--- config.mk ---
export PLATFORM = sky130hd
export DESIGN_NAME = move_seq_ctl
export DESIGN_NICKNAME = d
export VERILOG_FILES = /design/src/rtl/move_seq_ctl.sv
export SDC_FILE = /design/constraint.sdc
export NUM_CORES = 1
export LEC_CHECK = 0
export BUFFER_PORTS_ARGS = -buffer_cell sky130_fd_sc_hd__buf_2
export CELL_PAD_IN_SITES_DETAIL_PLACEMENT = 0
export CELL_PAD_IN_SITES_GLOBAL_PLACEMENT = 1
export CORE_ASPECT_RATIO = 1.4
export CORE_MARGIN = 8
export CORE_UTILIZATION = 44
export DETAILED_ROUTE_END_ITERATION = 8
export PLACE_DENSITY = 0.92
export SYNTH_ARGS = -nofsm -noshare
export SYNTH_HDL_FRONTEND = slang
export SYNTH_SLANG_ARGS = --single-unit
--- constraint.sdc ---
create_clock -name clk -period 3.7 [get_ports clk]
set_clock_uncertainty 0.1 [all_clocks]
set_input_delay 0.37 -clock clk [delete_from_list [all_inputs] [get_ports clk]]
set_output_delay 0.37 -clock clk [all_outputs]
set_load 0.1 [all_outputs]
--- src/rtl/move_seq_ctl.sv ---
// move_seq_ctl: owns the chess board register file and sequences pick/place moves.
// Optional `MOVE_UNDO_EN adds an undo_req port and a single-level move record for reverting the last move.
module move_seq_ctl #(
    parameter logic [2:0] PROMOTE_TYPE = 3'd5,
    parameter bit         WHITE_FIRST  = 1'b1
) (
    input  logic                  clk,
    input  logic                  rst,
    input  logic                  pick_req,
    input  logic                  place_req,
    input  logic [5:0]            square,
    input  logic                  dst_legal,
`ifdef MOVE_UNDO_EN
    input  logic                  undo_req,
`endif
    output logic [7:0][7:0][3:0]  board,
    output logic                  turn,
    output logic                  sel_valid,
    output logic [5:0]            sel_square,
    output logic                  busy,
    output logic                  move_done,
    output logic [3:0]            captured,
    output logic                  reject
);
`ifdef MOVE_UNDO_EN
    typedef enum logic [2:0] {IDLE, SEL, WR_DST, WR_SRC, TURN, UN_DST, UN_SRC} state_t;
`else
    typedef enum logic [2:0] {IDLE, SEL, WR_DST, WR_SRC, TURN} state_t;
`endif
    state_t                 state_q, state_d;
    logic [7:0][7:0][3:0]   board_q;
    logic                   turn_q, turn_d, sel_valid_q, sel_valid_d, reject_q, reject_d;
    logic [5:0]             src_q, src_d, dst_q, dst_d, wr_addr;
    logic [3:0]             captured_q, captured_d, wr_data, piece_sq, mover, moved;
    logic                   wr_en, own_sq, promo;
`ifdef MOVE_UNDO_EN
    logic [5:0]             rec_src_q, rec_src_d, rec_dst_q, rec_dst_d;
    logic [3:0]             rec_orig_q, rec_orig_d, rec_cap_q, rec_cap_d;
    logic                   rec_valid_q, rec_valid_d, undoing_q, undoing_d;
`endif

    function automatic logic [7:0][7:0][3:0] start_board();
        logic [7:0][7:0][3:0] b;
        logic [7:0][2:0]      back;
        back = {3'd4, 3'd2, 3'd3, 3'd6, 3'd5, 3'd3, 3'd2, 3'd4};
        b = '0;
        for (int c = 0; c < 8; c++) begin
            b[0][c] = {1'b1, back[c]};
            b[1][c] = 4'h9;
            b[6][c] = 4'h1;
            b[7][c] = {1'b0, back[c]};
        end
        return b;
    endfunction

    assign piece_sq = board_q[square[5:3]][square[2:0]];
    assign own_sq   = (piece_sq != 4'h0) && (piece_sq[3] == turn_q);
    assign mover    = board_q[src_q[5:3]][src_q[2:0]];
    assign promo    = (mover[2:0] == 3'd1) && (dst_q[5:3] == (mover[3] ? 3'd7 : 3'd0));
    assign moved    = promo ? {mover[3], PROMOTE_TYPE} : mover;

    // Next-state, request decoding and the single board write port for this cycle
    always_comb begin
        state_d     = state_q;
        turn_d      = turn_q;
        sel_valid_d = sel_valid_q;
        src_d       = src_q;
        dst_d       = dst_q;
        captured_d  = captured_q;
        reject_d    = 1'b0;
        wr_en       = 1'b0;
        wr_addr     = dst_q;
        wr_data     = moved;
`ifdef MOVE_UNDO_EN
        rec_src_d   = rec_src_q;
        rec_dst_d   = rec_dst_q;
        rec_orig_d  = rec_orig_q;
        rec_cap_d   = rec_cap_q;
        rec_valid_d = rec_valid_q;
        undoing_d   = undoing_q;
`endif
        case (state_q)
            IDLE: begin
                if (pick_req) begin
                    if (own_sq) begin
                        src_d       = square;
                        sel_valid_d = 1'b1;
                        state_d     = SEL;
                    end else begin
                        reject_d = 1'b1;
                    end
                end
`ifdef MOVE_UNDO_EN
                else if (undo_req) begin
                    if (rec_valid_q) begin
                        undoing_d = 1'b1;
                        state_d   = UN_DST;
                    end else begin
                        reject_d = 1'b1;
                    end
                end
`endif
            end
            SEL: begin
                if (place_req) begin
                    if (square == src_q) begin
                        sel_valid_d = 1'b0;
                        state_d     = IDLE;
                    end else if (own_sq) begin
                        src_d = square;
                    end else if (dst_legal) begin
                        dst_d   = square;
                        state_d = WR_DST;
                    end else begin
                        reject_d = 1'b1;
                    end
                end else if (pick_req) begin
                    if (own_sq) src_d = square;
                    else reject_d = 1'b1;
                end
            end
            WR_DST: begin
                captured_d = board_q[dst_q[5:3]][dst_q[2:0]];
                wr_en      = 1'b1;
                state_d    = WR_SRC;
`ifdef MOVE_UNDO_EN
                rec_src_d   = src_q;
                rec_dst_d   = dst_q;
                rec_orig_d  = mover;
                rec_cap_d   = board_q[dst_q[5:3]][dst_q[2:0]];
                rec_valid_d = 1'b1;
`endif
            end
            WR_SRC: begin
                wr_en   = 1'b1;
                wr_addr = src_q;
                wr_data = 4'h0;
                state_d = TURN;
            end
            TURN: begin
                turn_d      = ~turn_q;
                sel_valid_d = 1'b0;
                state_d     = IDLE;
`ifdef MOVE_UNDO_EN
                if (undoing_q) rec_valid_d = 1'b0;
                undoing_d = 1'b0;
`endif
            end
`ifdef MOVE_UNDO_EN
            UN_DST: begin
                wr_en   = 1'b1;
                wr_addr = rec_dst_q;
                wr_data = rec_cap_q;
                state_d = UN_SRC;
            end
            UN_SRC: begin
                wr_en   = 1'b1;
                wr_addr = rec_src_q;
                wr_data = rec_orig_q;
                state_d = TURN;
            end
`endif
            default: state_d = IDLE;
        endcase
    end

    // State, board and flag registers; reset restores the start position outright
    always_ff @(posedge clk) begin
        if (rst) begin
            state_q     <= IDLE;
            board_q     <= start_board();
            turn_q      <= ~WHITE_FIRST;
            sel_valid_q <= 1'b0;
            src_q       <= '0;
            dst_q       <= '0;
            captured_q  <= '0;
            reject_q    <= 1'b0;
`ifdef MOVE_UNDO_EN
            rec_src_q   <= '0;
            rec_dst_q   <= '0;
            rec_orig_q  <= '0;
            rec_cap_q   <= '0;
            rec_valid_q <= 1'b0;
            undoing_q   <= 1'b0;
`endif
        end else begin
            state_q     <= state_d;
            turn_q      <= turn_d;
            sel_valid_q <= sel_valid_d;
            src_q       <= src_d;
            dst_q       <= dst_d;
            captured_q  <= captured_d;
            reject_q    <= reject_d;
            if (wr_en) board_q[wr_addr[5:3]][wr_addr[2:0]] <= wr_data;
`ifdef MOVE_UNDO_EN
            rec_src_q   <= rec_src_d;
            rec_dst_q   <= rec_dst_d;
            rec_orig_q  <= rec_orig_d;
            rec_cap_q   <= rec_cap_d;
            rec_valid_q <= rec_valid_d;
            undoing_q   <= undoing_d;
`endif
        end
    end

    assign board      = board_q;
    assign turn       = turn_q;
    assign sel_valid  = sel_valid_q;
    assign sel_square = src_q;
    assign busy       = (state_q != IDLE) && (state_q != SEL);
    assign captured   = captured_q;
    assign reject     = reject_q;
`ifdef MOVE_UNDO_EN
    assign move_done  = (state_q == TURN) && !undoing_q;
`else
    assign move_done  = (state_q == TURN);
`endif
endmodule

# Word level (Yosys, flattened, before mapping)
# Index checks and enable logic that the tools add are counted.
# classes
bitwise_logic	3
magnitude_cmp	10
n_reduce_logical	15
n_eq_ne	16
muxes	46
# op_table
operator	n
32-bit binary-select mux with 3-bit select	3
256-bit bitwise mux	1
32-bit two-way mux	4
32-bit demux with 3-bit select	1
4-bit binary-select mux with 3-bit select	3
3-bit by 4-bit less-than comparator with 1-bit output (second input constant)	8
6-bit two-way mux	5
3-bit two-way mux	8
4-bit two-way mux	5
5-bit AND reduction	3
4-bit demux with 3-bit select	1
3-bit case mux with 4 select lines	1
6-bit case mux with 2 select lines	1
1-bit two-way mux	11
3-bit inequality test (second input constant)	3
2-bit inequality test (second input constant)	4
3-bit by 1-bit == test with 1-bit output (second input constant)	2
3-bit by 2-bit == test with 1-bit output (second input constant)	2
6-bit == test	1
3-bit by 1-bit greater-or-equal comparator with 1-bit output (second input constant)	2
3-bit nonzero test	2
1-bit logical AND	5
4-bit nonzero test	1
3-bit == test	1
10 further kinds	12
# totals
in_bits	11
output_inout_bits	271
elab_cells	161
regBits	278

# Depth between registers and ports, before layout
# Gate-level depths: netlist of the first run.
# logic_depth
ltp_word	10
depth_mapped	14
depth_no_buf	9

# Worst setup path before layout of the first run
# Ideal clock, no wire load.
# synth_path
kind	reg2reg
startpoint	register src_q[4], in the netlist sel_square[4]
endpoint	register board_q, in the netlist board[130]
setup_ns	0.076
required_time_ns	3.524
stages_incl_launch_ff	14
path_buffers	5
arrival_time_ns	3.812
period_less_slack_ns	3.988
setup_slack_ns	-0.288
cell_sequence	dfxtp_1 buf_2 buf_2 buf_1 mux4_2 mux4_2 a32oi_1 o21ai_1 o31ai_2 and2_4 nand2_2 buf_6 buf_6 mux2i_4
# synth_between
elab_chain_len	10
word_cells_on_any_way	17
cone_classes	2 x order compare; 2 x eq/ne; 11 x mux; 2 x reduce/logical
# synth_lines
element	line_no	text
start: declaration	33	logic [5:0] src_q, src_d, dst_q, dst_d, wr_addr;
start signal: assignment	190	src_q <= src_d;
32-bit binary-select mux with 3-bit select	58	assign mover = board_q[src_q[5:3]][src_q[2:0]];
32-bit two-way mux (implied by the code)	58	
4-bit binary-select mux with 3-bit select	58	
4-bit two-way mux (implied by the code)	58	
3-bit two-way mux	59	assign promo = (mover[2:0] == 3'd1) && (dst_q[5:3] == (mover[3] ? 3'd7 : 3'd0));
3-bit == test	59	
1-bit logical AND	59	
3-bit two-way mux	60	assign moved = promo ? {mover[3], PROMOTE_TYPE} : mover;
4-bit two-way mux	82	case (state_q)
256-bit bitwise mux (*)	194	if (wr_en) board_q[wr_addr[5:3]][wr_addr[2:0]] <= wr_data;
end signal: assignment	171	board_q <= start_board();
end signal: indexed assignment	194	
end: declaration	31	logic [7:0][7:0][3:0] board_q;
# Every way passes the cells marked *; elsewhere a longest branch is shown, timed or not. The select of a mux whose other input is x is not followed.
# A chain may end at the register's enable or synchronous reset.

# Worst setup path in the final report of the first run
# layout_path
startpoint	register src_q[4], in the netlist sel_square[4]
endpoint	register board_q, in the netlist board[205]
# The elaborated chain is that of the path after synthesis.

==> results of run 1 <==
-- sequential cells by signal, indices dropped and copies added (netlist names) --
register,count
reject,1
sel_square,6
captured,4
board,256
state_q,3
turn,1
sel_valid,1
dst_q,6
-- cell usage in the layout (no fill, tap or decap), types with 16 or more instances in the layout --
master / count
sky130_fd_sc_hd__nand2_1: 186
sky130_fd_sc_hd__a21oi_1: 102
sky130_fd_sc_hd__a211oi_1: 22
sky130_fd_sc_hd__nor3_1: 34
sky130_fd_sc_hd__o211ai_1: 16
sky130_fd_sc_hd__nand3b_1: 23
sky130_fd_sc_hd__clkbuf_16: 29
sky130_fd_sc_hd__buf_12: 16
sky130_fd_sc_hd__dfxtp_1: 274
sky130_fd_sc_hd__buf_2: 279
sky130_fd_sc_hd__and3_1: 25
sky130_fd_sc_hd__mux4_2: 190
sky130_fd_sc_hd__a211o_1: 35
sky130_fd_sc_hd__mux2i_1: 108
sky130_fd_sc_hd__o21ai_0: 27
sky130_fd_sc_hd__nor2_1: 168
sky130_fd_sc_hd__nand3_1: 118
sky130_fd_sc_hd__o21ai_2: 35
sky130_fd_sc_hd__buf_4: 123
-- power breakdown --
part           internal [mW]  switching, mW  total (mW)  leakage (nW)
clock network           1.83           1.37        3.19         0.480
registers               3.00         0.0370        3.04          2.24
logic                  0.425          0.816        1.24          5.13
-- stage by stage --
stage	setup WS [ns]	std cells
finish	0.123	2433
global route	0.105	2433
CTS	0.128	2426
detailed placement	0.176	2374
global placement	0.231	2374
floorplan	0.0483	1642
-- area by class of cell --
class,instances,share of cell area
tap,473,0.0294
inverter,11,0.00205
clock buffer,36,0.0399
multi-input combinational,1197,0.509
sequential,278,0.277
timing repair buffer,419,0.132
antenna,3,0.000373
clock inverter,16,0.0108
-- logic make-up (layout without fill, tap and decap cells) --
group | after synthesis | after routing | synth area share
AND/OR/NAND/NOR | 600 | 600 | 0.164
multiplexers | 311 | 311 | 0.337
AO/OA/AOI/OAI | 278 | 278 | 0.113
flip-flops | 278 | 278 | 0.337
buffers and inverters | 167 | 482 | 0.0451
XOR/XNOR | 8 | 8 | 0.00424
other | 0 | 3 | 0
-- layer usage --
metal	track usage	part of all wire
met1	0.384	0.32
met5	0	0.00085
met4	0.280	0.097
met2	0.578	0.47
met3	0.0901	0.11
-- worst max-delay path, cell delays in order (launching register included) --
cell and delay (ns):
sky130_fd_sc_hd__dfxtp_4 0.58, sky130_fd_sc_hd__buf_12 0.23, sky130_fd_sc_hd__mux4_2 0.23, sky130_fd_sc_hd__mux2i_1 0.12, sky130_fd_sc_hd__a221oi_1 0.67, sky130_fd_sc_hd__a32oi_1 0.17, sky130_fd_sc_hd__o21ai_1 0.17, sky130_fd_sc_hd__and2_2 0.63
sky130_fd_sc_hd__buf_12 0.30, sky130_fd_sc_hd__nand3_1 0.10, sky130_fd_sc_hd__a21oi_1 0.13
-- synth_stat cells, types with 27 or more instances --
cell and number:
sky130_fd_sc_hd__a21oi_1 103, sky130_fd_sc_hd__nand3_1 118, sky130_fd_sc_hd__nor2_1 169, sky130_fd_sc_hd__nand2_1 186, sky130_fd_sc_hd__o21ai_2 35, sky130_fd_sc_hd__mux4_2 190
sky130_fd_sc_hd__o21ai_0 27, sky130_fd_sc_hd__nor3_1 34, sky130_fd_sc_hd__mux2i_1 108, sky130_fd_sc_hd__dfxtp_1 278, sky130_fd_sc_hd__clkbuf_1 105, sky130_fd_sc_hd__a211o_1 35
-- how the worst min path moves through the flow --
stage,to,start,slack [ns],cells after the start
after detailed placement,captured[3],captured[3],0.34,2
after global placement,captured[0],captured[0],0.34,2
final,board[111],rst,0.01,2
after CTS,board[111],rst,0.005,2
after global routing,board[104],rst,0.02,2
after floorplan,dst_q[2],dst_q[2],0.42,2
-- repair_timing --
item | 4_1_cts | 5_1_grt
buffers inserted | 0 | 4
resized for setup | 0 | 1
endpoints found under the setup margin | 0 | 59
==> parameters.txt, run 1 <==
Parameter                              Value

Placement
  Global placer's final weighted congestion ... 1.02
  HPWL after detailed placement ... 58.7 mm
  Buffers on Ports ... 281
  DP Area ... 19100 sq um

Global routing
  Antenna violations before repair ... 8
  Overall fraction of global-route tracks in use ... 0.351
  Vias in the first global route ... 16158
  GRT overflow ... 0
  Pin count of the biggest net entering global routing ... 105
  Global-route wire length before repair ... 114 mm

CTS
  Clock input transition at the sequential cells of the worst setup and hold paths ... 0.07 ns
  Buffer cell driving the clock tree root ... sky130_fd_sc_hd__clkbuf_16
  Num CTS Buffers ... 28
  Num Clock Sinks ... 278
  H-tree lvl count ... 1
  CTS tree ... yes
  Hold-fix buffers, CTS ... 0
  Max clock buf depth ... 3
  Worst skew pair latency ... 0.60 ns

Die
  Total Die Area ... 44100 sq um
  # rows ... 84
  Number of I/O pins ... 282
  Initial standard-cell utilization of the core ... 0.443
  Core area ... 37300 sq um
  Die X ... 180 microns
  Vertical extent of the die ... 245 microns

Logic synthesis
  Synthesized area divided by synthesized cell count ... 10.1 sq um
  Number of warning messages in the yosys log ... 0
  Fraction of the yosys area taken by sequential cells ... 0.337
  Cell type with the highest aggregate area in the netlist ... sky130_fd_sc_hd__dfxtp_1
  Number of enable flip-flop cells after synthesis ... 0
  Post-synth top flop ... sky130_fd_sc_hd__dfxtp_1
  Number of flip-flops and latches in the synthesized netlist ... 278
  Post-Synthesis Cell Area ... 16500 sq um
  Count of different cell masters after synthesis ... 55
  Fraction of synthesized cell area taken by the top area cell type ... 0.337
  Top cells by area in the synthesized netlist ... sky130_fd_sc_hd__dfxtp_1, sky130_fd_sc_hd__mux4_2, sky130_fd_sc_hd__mux2i_1
  Net count of the mapped netlist ... 1653
  Synth Instances ... 1642
  Async S/R FF share, synth ... 0

Setup path
  Data arrival time of the critical path ... 3.99 ns
  First element of the critical path ... sel_square[4]
  Critical path class ... register to register
  Kind of end point of the critical path ... register
  Capture instance of the worst register-to-register path ... board[205]
  R2r startpoint ... sel_square[4]
  Launching element type of the critical path ... register
  Register-to-register setup slack ... 0.12 ns
  Termination of the worst setup path ... board[205]
  Maximum fanout along the worst path ... 34
  CP required ... 4.11 ns
  Cells on worst reg2reg path ... 10

Final layout
  Share of final-layout standard cells stronger than drive strength 1 ... 0.371
  Final core area utilization ... 0.539
  Fillers ... 3331
  Combined area of the multi-input logic cells ... 10200 sq um
  Layout overhead on the synthesized area ... 21.8%
  Sequential cell area ... 5580 sq um
  Post-Layout Inst Area ... 20100 sq um
  Number of nets in the final layout ... 1946

Route
  Detailed-route wire length per cell ... 32.9 microns
  Routed wire length ... 80.1 mm
  Number of routed nets with antenna violations ... 0
  Detailed-routing iteration count for the pre-antenna-repair pass ... 6
  Number of DRC violations after detailed-routing iteration 0 ... 2478
  Vias ... 16754
  Remaining DRCs ... 0
  Vias per std cell ... 6.89

Timing
  Number of setup violations in the final report ... 0
  Final critical path time including I/O delays and setup ... 3.58 ns
  Worst hold slack ... 0.0139 ns
  Final count of hold timing violations ... 0
  Tcrit/Tclk final ... 0.967
  Maximum clock frequency ... 280 MHz
  Final Slew Violations ... 0
  RSZ-0062 raised after global routing ... false
  Worst Tran Pin Value ... 1.04 ns
  Total Negative Setup Slacks ... 0 ns
  Max transition margin ... 0.306

Run
  Max_cap viols ... 0

Power
  Worst VDD drop ... 270 uV
  Cell leakage power ... 7.86 nW
  PnR Total Power ... 7.47 mW
  Cell Pwr Density ... 371 nW/um^2

Hold path
  Class of the tightest hold or removal check ... input port to register

Outcome
  Status ... finished clean
Note: power is estimated with default switching activity, not from simulation.
==> run 2, diff against run 1 <==
--- a/config.mk
+++ b/config.mk
@@ -11,6 +11,7 @@
 export CORE_ASPECT_RATIO = 1.4
 export CORE_MARGIN = 8
 export CORE_UTILIZATION = 44
+export CTS_BUF_LIST = sky130_fd_sc_hd__clkbuf_16
 export DETAILED_ROUTE_END_ITERATION = 8
 export PLACE_DENSITY = 0.92
 export SYNTH_ARGS = -nofsm -noshare
==> run 2 against run 1 <==
The run now ends with DRC left. Setup slack worse by 0.042 ns. Highest routed layer unchanged. Core utilization down 0.17 points. Total power down 1.6%. Clock power down 3%. Cell count unchanged. Critical path type unchanged. Cell area down 0.31%. First-iteration DRC count down 3.4%. Via count down 0.47%. Sequential share of layout area up 0.086 points. Critical path depth unchanged. Global-route usage about the same. Sequential power about the same.
==> parameters.txt, run 2 (synthesis gave the netlist of run 1 again) <==
Parameter                              Value

Outcome
  Status ... finished with violations (was finished clean)
  Failing checks ... DRC

CTS
  Worst skew pair latency ... 0.60 ns (about the same)
  H-tree lvl count ... 1 (unchanged)
  Num CTS Buffers ... 28 (unchanged)
  CTS tree ... yes (unchanged)
  Buffer cell driving the clock tree root ... sky130_fd_sc_hd__clkbuf_16 (unchanged)
  Hold-fix buffers, CTS ... 0 (unchanged)
  Max clock buf depth ... 3 (unchanged)
  Clock input transition at the sequential cells of the worst setup and hold paths ... 0.07 ns (about the same)
  Num Clock Sinks ... 278 (unchanged)

Setup path
  Crit-path cells ... buf_12 -> mux4_2 -> mux2i_1 -> a221oi_1 -> a32oi_1 -> o21ai_1 -> and2_2 -> buf_12 -> nand3_1 -> a21oi_1 (unchanged)
  Cells on worst reg2reg path ... 10 (unchanged)
  Cell occurring most often along the worst timing path ... sky130_fd_sc_hd__buf_12 (unchanged)
  Maximum fanout along the worst path ... 34 (unchanged)
  Kind of end point of the critical path ... register (unchanged)
  Critical path class ... register to register (unchanged)
  Data arrival time of the critical path ... 4.01 ns (was 3.99 ns)
  Max stage delay cell, worst path ... sky130_fd_sc_hd__a221oi_1 (unchanged)
  Largest stage delay, worst path ... 0.71 ns (was 0.67 ns)
  Launching element type of the critical path ... register (unchanged)
  CP required ... 4.09 ns (was 4.11 ns)

Die
  # rows ... 84 (unchanged)
  Die X ... 180 microns (unchanged)
  Number of I/O pins ... 282 (unchanged)
  Initial standard-cell utilization of the core ... 0.443 (unchanged)
  Vertical extent of the die ... 245 microns (unchanged)
  Total Die Area ... 44100 sq um (unchanged)
  Core area ... 37300 sq um (unchanged)

Global routing
  Vias in the first global route ... 16186 (was 16158)
  Global-route wire length before repair ... 114 mm (about the same)
  Antenna violations before repair ... 8 (unchanged)
  Overall fraction of global-route tracks in use ... 0.351 (about the same)
  Pin count of the biggest net entering global routing ... 105 (unchanged)
  GRT overflow ... 0 (unchanged)

Final layout
  Layout overhead on the synthesized area ... 21.4% (was 21.8%)
  Flip-flop count of the largest register after layout ... 256 (unchanged)
  Highest-count cells in the layout ignoring fill and taps ... sky130_fd_sc_hd__buf_2, sky130_fd_sc_hd__dfxtp_1, sky130_fd_sc_hd__mux4_2 (unchanged)
  Final core area utilization ... 0.538 (was 0.539)
  Fillers ... 3343 (was 3331)
  Number of nets in the final layout ... 1946 (unchanged)
  Most frequent standard cell in the layout excluding fill and tap cells ... sky130_fd_sc_hd__buf_2 (unchanged)
  Share of final-layout standard cells stronger than drive strength 1 ... 0.368 (was 0.371)

Timing
  Final Slew Violations ... 0 (unchanged)
  Total Negative Setup Slacks ... 0 ns (unchanged)
  Maximum clock frequency ... 276 MHz (was 280 MHz)
  Final critical path time including I/O delays and setup ... 3.62 ns (was 3.58 ns)
  Final count of hold timing violations ... 0 (unchanged)
  RSZ-0062 raised after global routing ... false (unchanged)
  Max transition margin ... 0.295 (was 0.306)
  Worst Tran Pin Value ... 1.06 ns (was 1.04 ns)
  Tcrit/Tclk final ... 0.978 (was 0.967)
  Number of setup violations in the final report ... 0 (unchanged)

Route
  Vias ... 16676 (was 16754)
  Routed wire length ... 79.9 mm (was 80.1 mm)
  Detailed-route wire length per cell ... 32.8 microns (was 32.9 microns)
  Remaining DRCs ... 1 (was 0)
  Vias per std cell ... 6.85 (was 6.89)
  Number of routed nets with antenna violations ... 0 (unchanged)
  Number of DRC violations after detailed-routing iteration 0 ... 2394 (was 2478)
  Detailed-routing iteration count for the pre-antenna-repair pass ... 8 (was 6)

Power
  PnR Total Power ... 7.36 mW (was 7.47 mW)
  Cell leakage power ... 7.84 nW (was 7.86 nW)
  Worst VDD drop ... 270 uV (about the same)
  Cell Pwr Density ... 367 nW/um^2 (was 371 nW/um^2)

Run
  Max_cap viols ... 0 (unchanged)

Placement
  Buffers on Ports ... 281 (unchanged)
  Global placer's final weighted congestion ... 1.02 (unchanged)
  HPWL after detailed placement ... 58.7 mm (unchanged)

Hold path
  Cell count of the worst hold path ... 2 (unchanged)
  Class of the tightest hold or removal check ... input port to register (unchanged)
[run 2: changes by cell type in the layout (fill, tap and decap cells not counted)]
| cell | previous run | this run |
|---|---|---|
| sky130_fd_sc_hd__clkbuf_1 | 2 | 0 |
| sky130_fd_sc_hd__clkbuf_8 | 5 | 0 |
| sky130_fd_sc_hd__buf_4 | 123 | 124 |
| sky130_fd_sc_hd__inv_1 | 7 | 9 |
| sky130_fd_sc_hd__buf_12 | 16 | 15 |
| sky130_fd_sc_hd__clkinv_1 | 2 | 7 |
[run 2: where the power goes]
group          total [mW]  internal (mW)  switching (mW)
combinational        1.24          0.422           0.818
clock                3.08           1.72            1.36
sequential           3.04           3.00          0.0361
[run 2: cell type report]
type	count	area (sq um)	area share
inverters	11	41.3	0.00206
diodes	3	7.51	0.000374
clock inverters	23	243	0.0121
flip-flops and latches	278	5580	0.278
well taps	473	592	0.0295
repair buffers	419	2640	0.132
multi-input cells	1197	10200	0.510
clock buffers	29	726	0.0362
[run 2: metal layers]
layer	track usage	share of wire	wire [microns]	up-vias
met1	0.383	0.33	26000	8084
met3	0.0889	0.11	8710	394
met2	0.578	0.47	37600	1394
met5	0	0.00081	65	-
li1	-	-	-	6794
met4	0.283	0.094	7540	10
[run 2: worst paths after layout]
| path | slack, ns | to | from |
|---|---|---|---|
| worst min-delay path | 0.02 | board[111] | rst |
| worst min register to register | 0.35 | captured[3] | captured[3] |
| worst max register to register | 0.08 | board[61] | sel_square[4] |
| worst max-delay path | 0.08 | board[61] | sel_square[4] |
[run 2: stage by stage]
| stage | hold slack [ns] | setup slack, ns | instances | cell area [sq um] |
|---|---|---|---|---|
| after floorplan | 0.416 | 0.0483 | 1642 | 16500 |
| final | 0.0162 | 0.0814 | 2433 | 20100 |
| after global routing | 0.0264 | 0.0894 | 2433 | 20100 |
| after detailed placement | 0.344 | 0.176 | 2374 | 19100 |
| after global placement | 0.340 | 0.231 | 2374 | 19100 |
| after CTS | 0.00460 | 0.129 | 2426 | 20000 |
[run 2: worst max-delay path: cells and delay by family (launching register included)]
kind                   cells  cell delay (ns)
multiplexers               2             0.37
AND/OR/NAND/NOR            2             0.72
flip-flops                 1             0.57
AO/OA/AOI/OAI              4             1.18
buffers and inverters      2             0.54
[run 2: timing repair]
item | in CTS | in global routing
gates resized for setup | 0 | 1
setup buffers | 0 | 4
endpoints found under the setup margin | 0 | 63
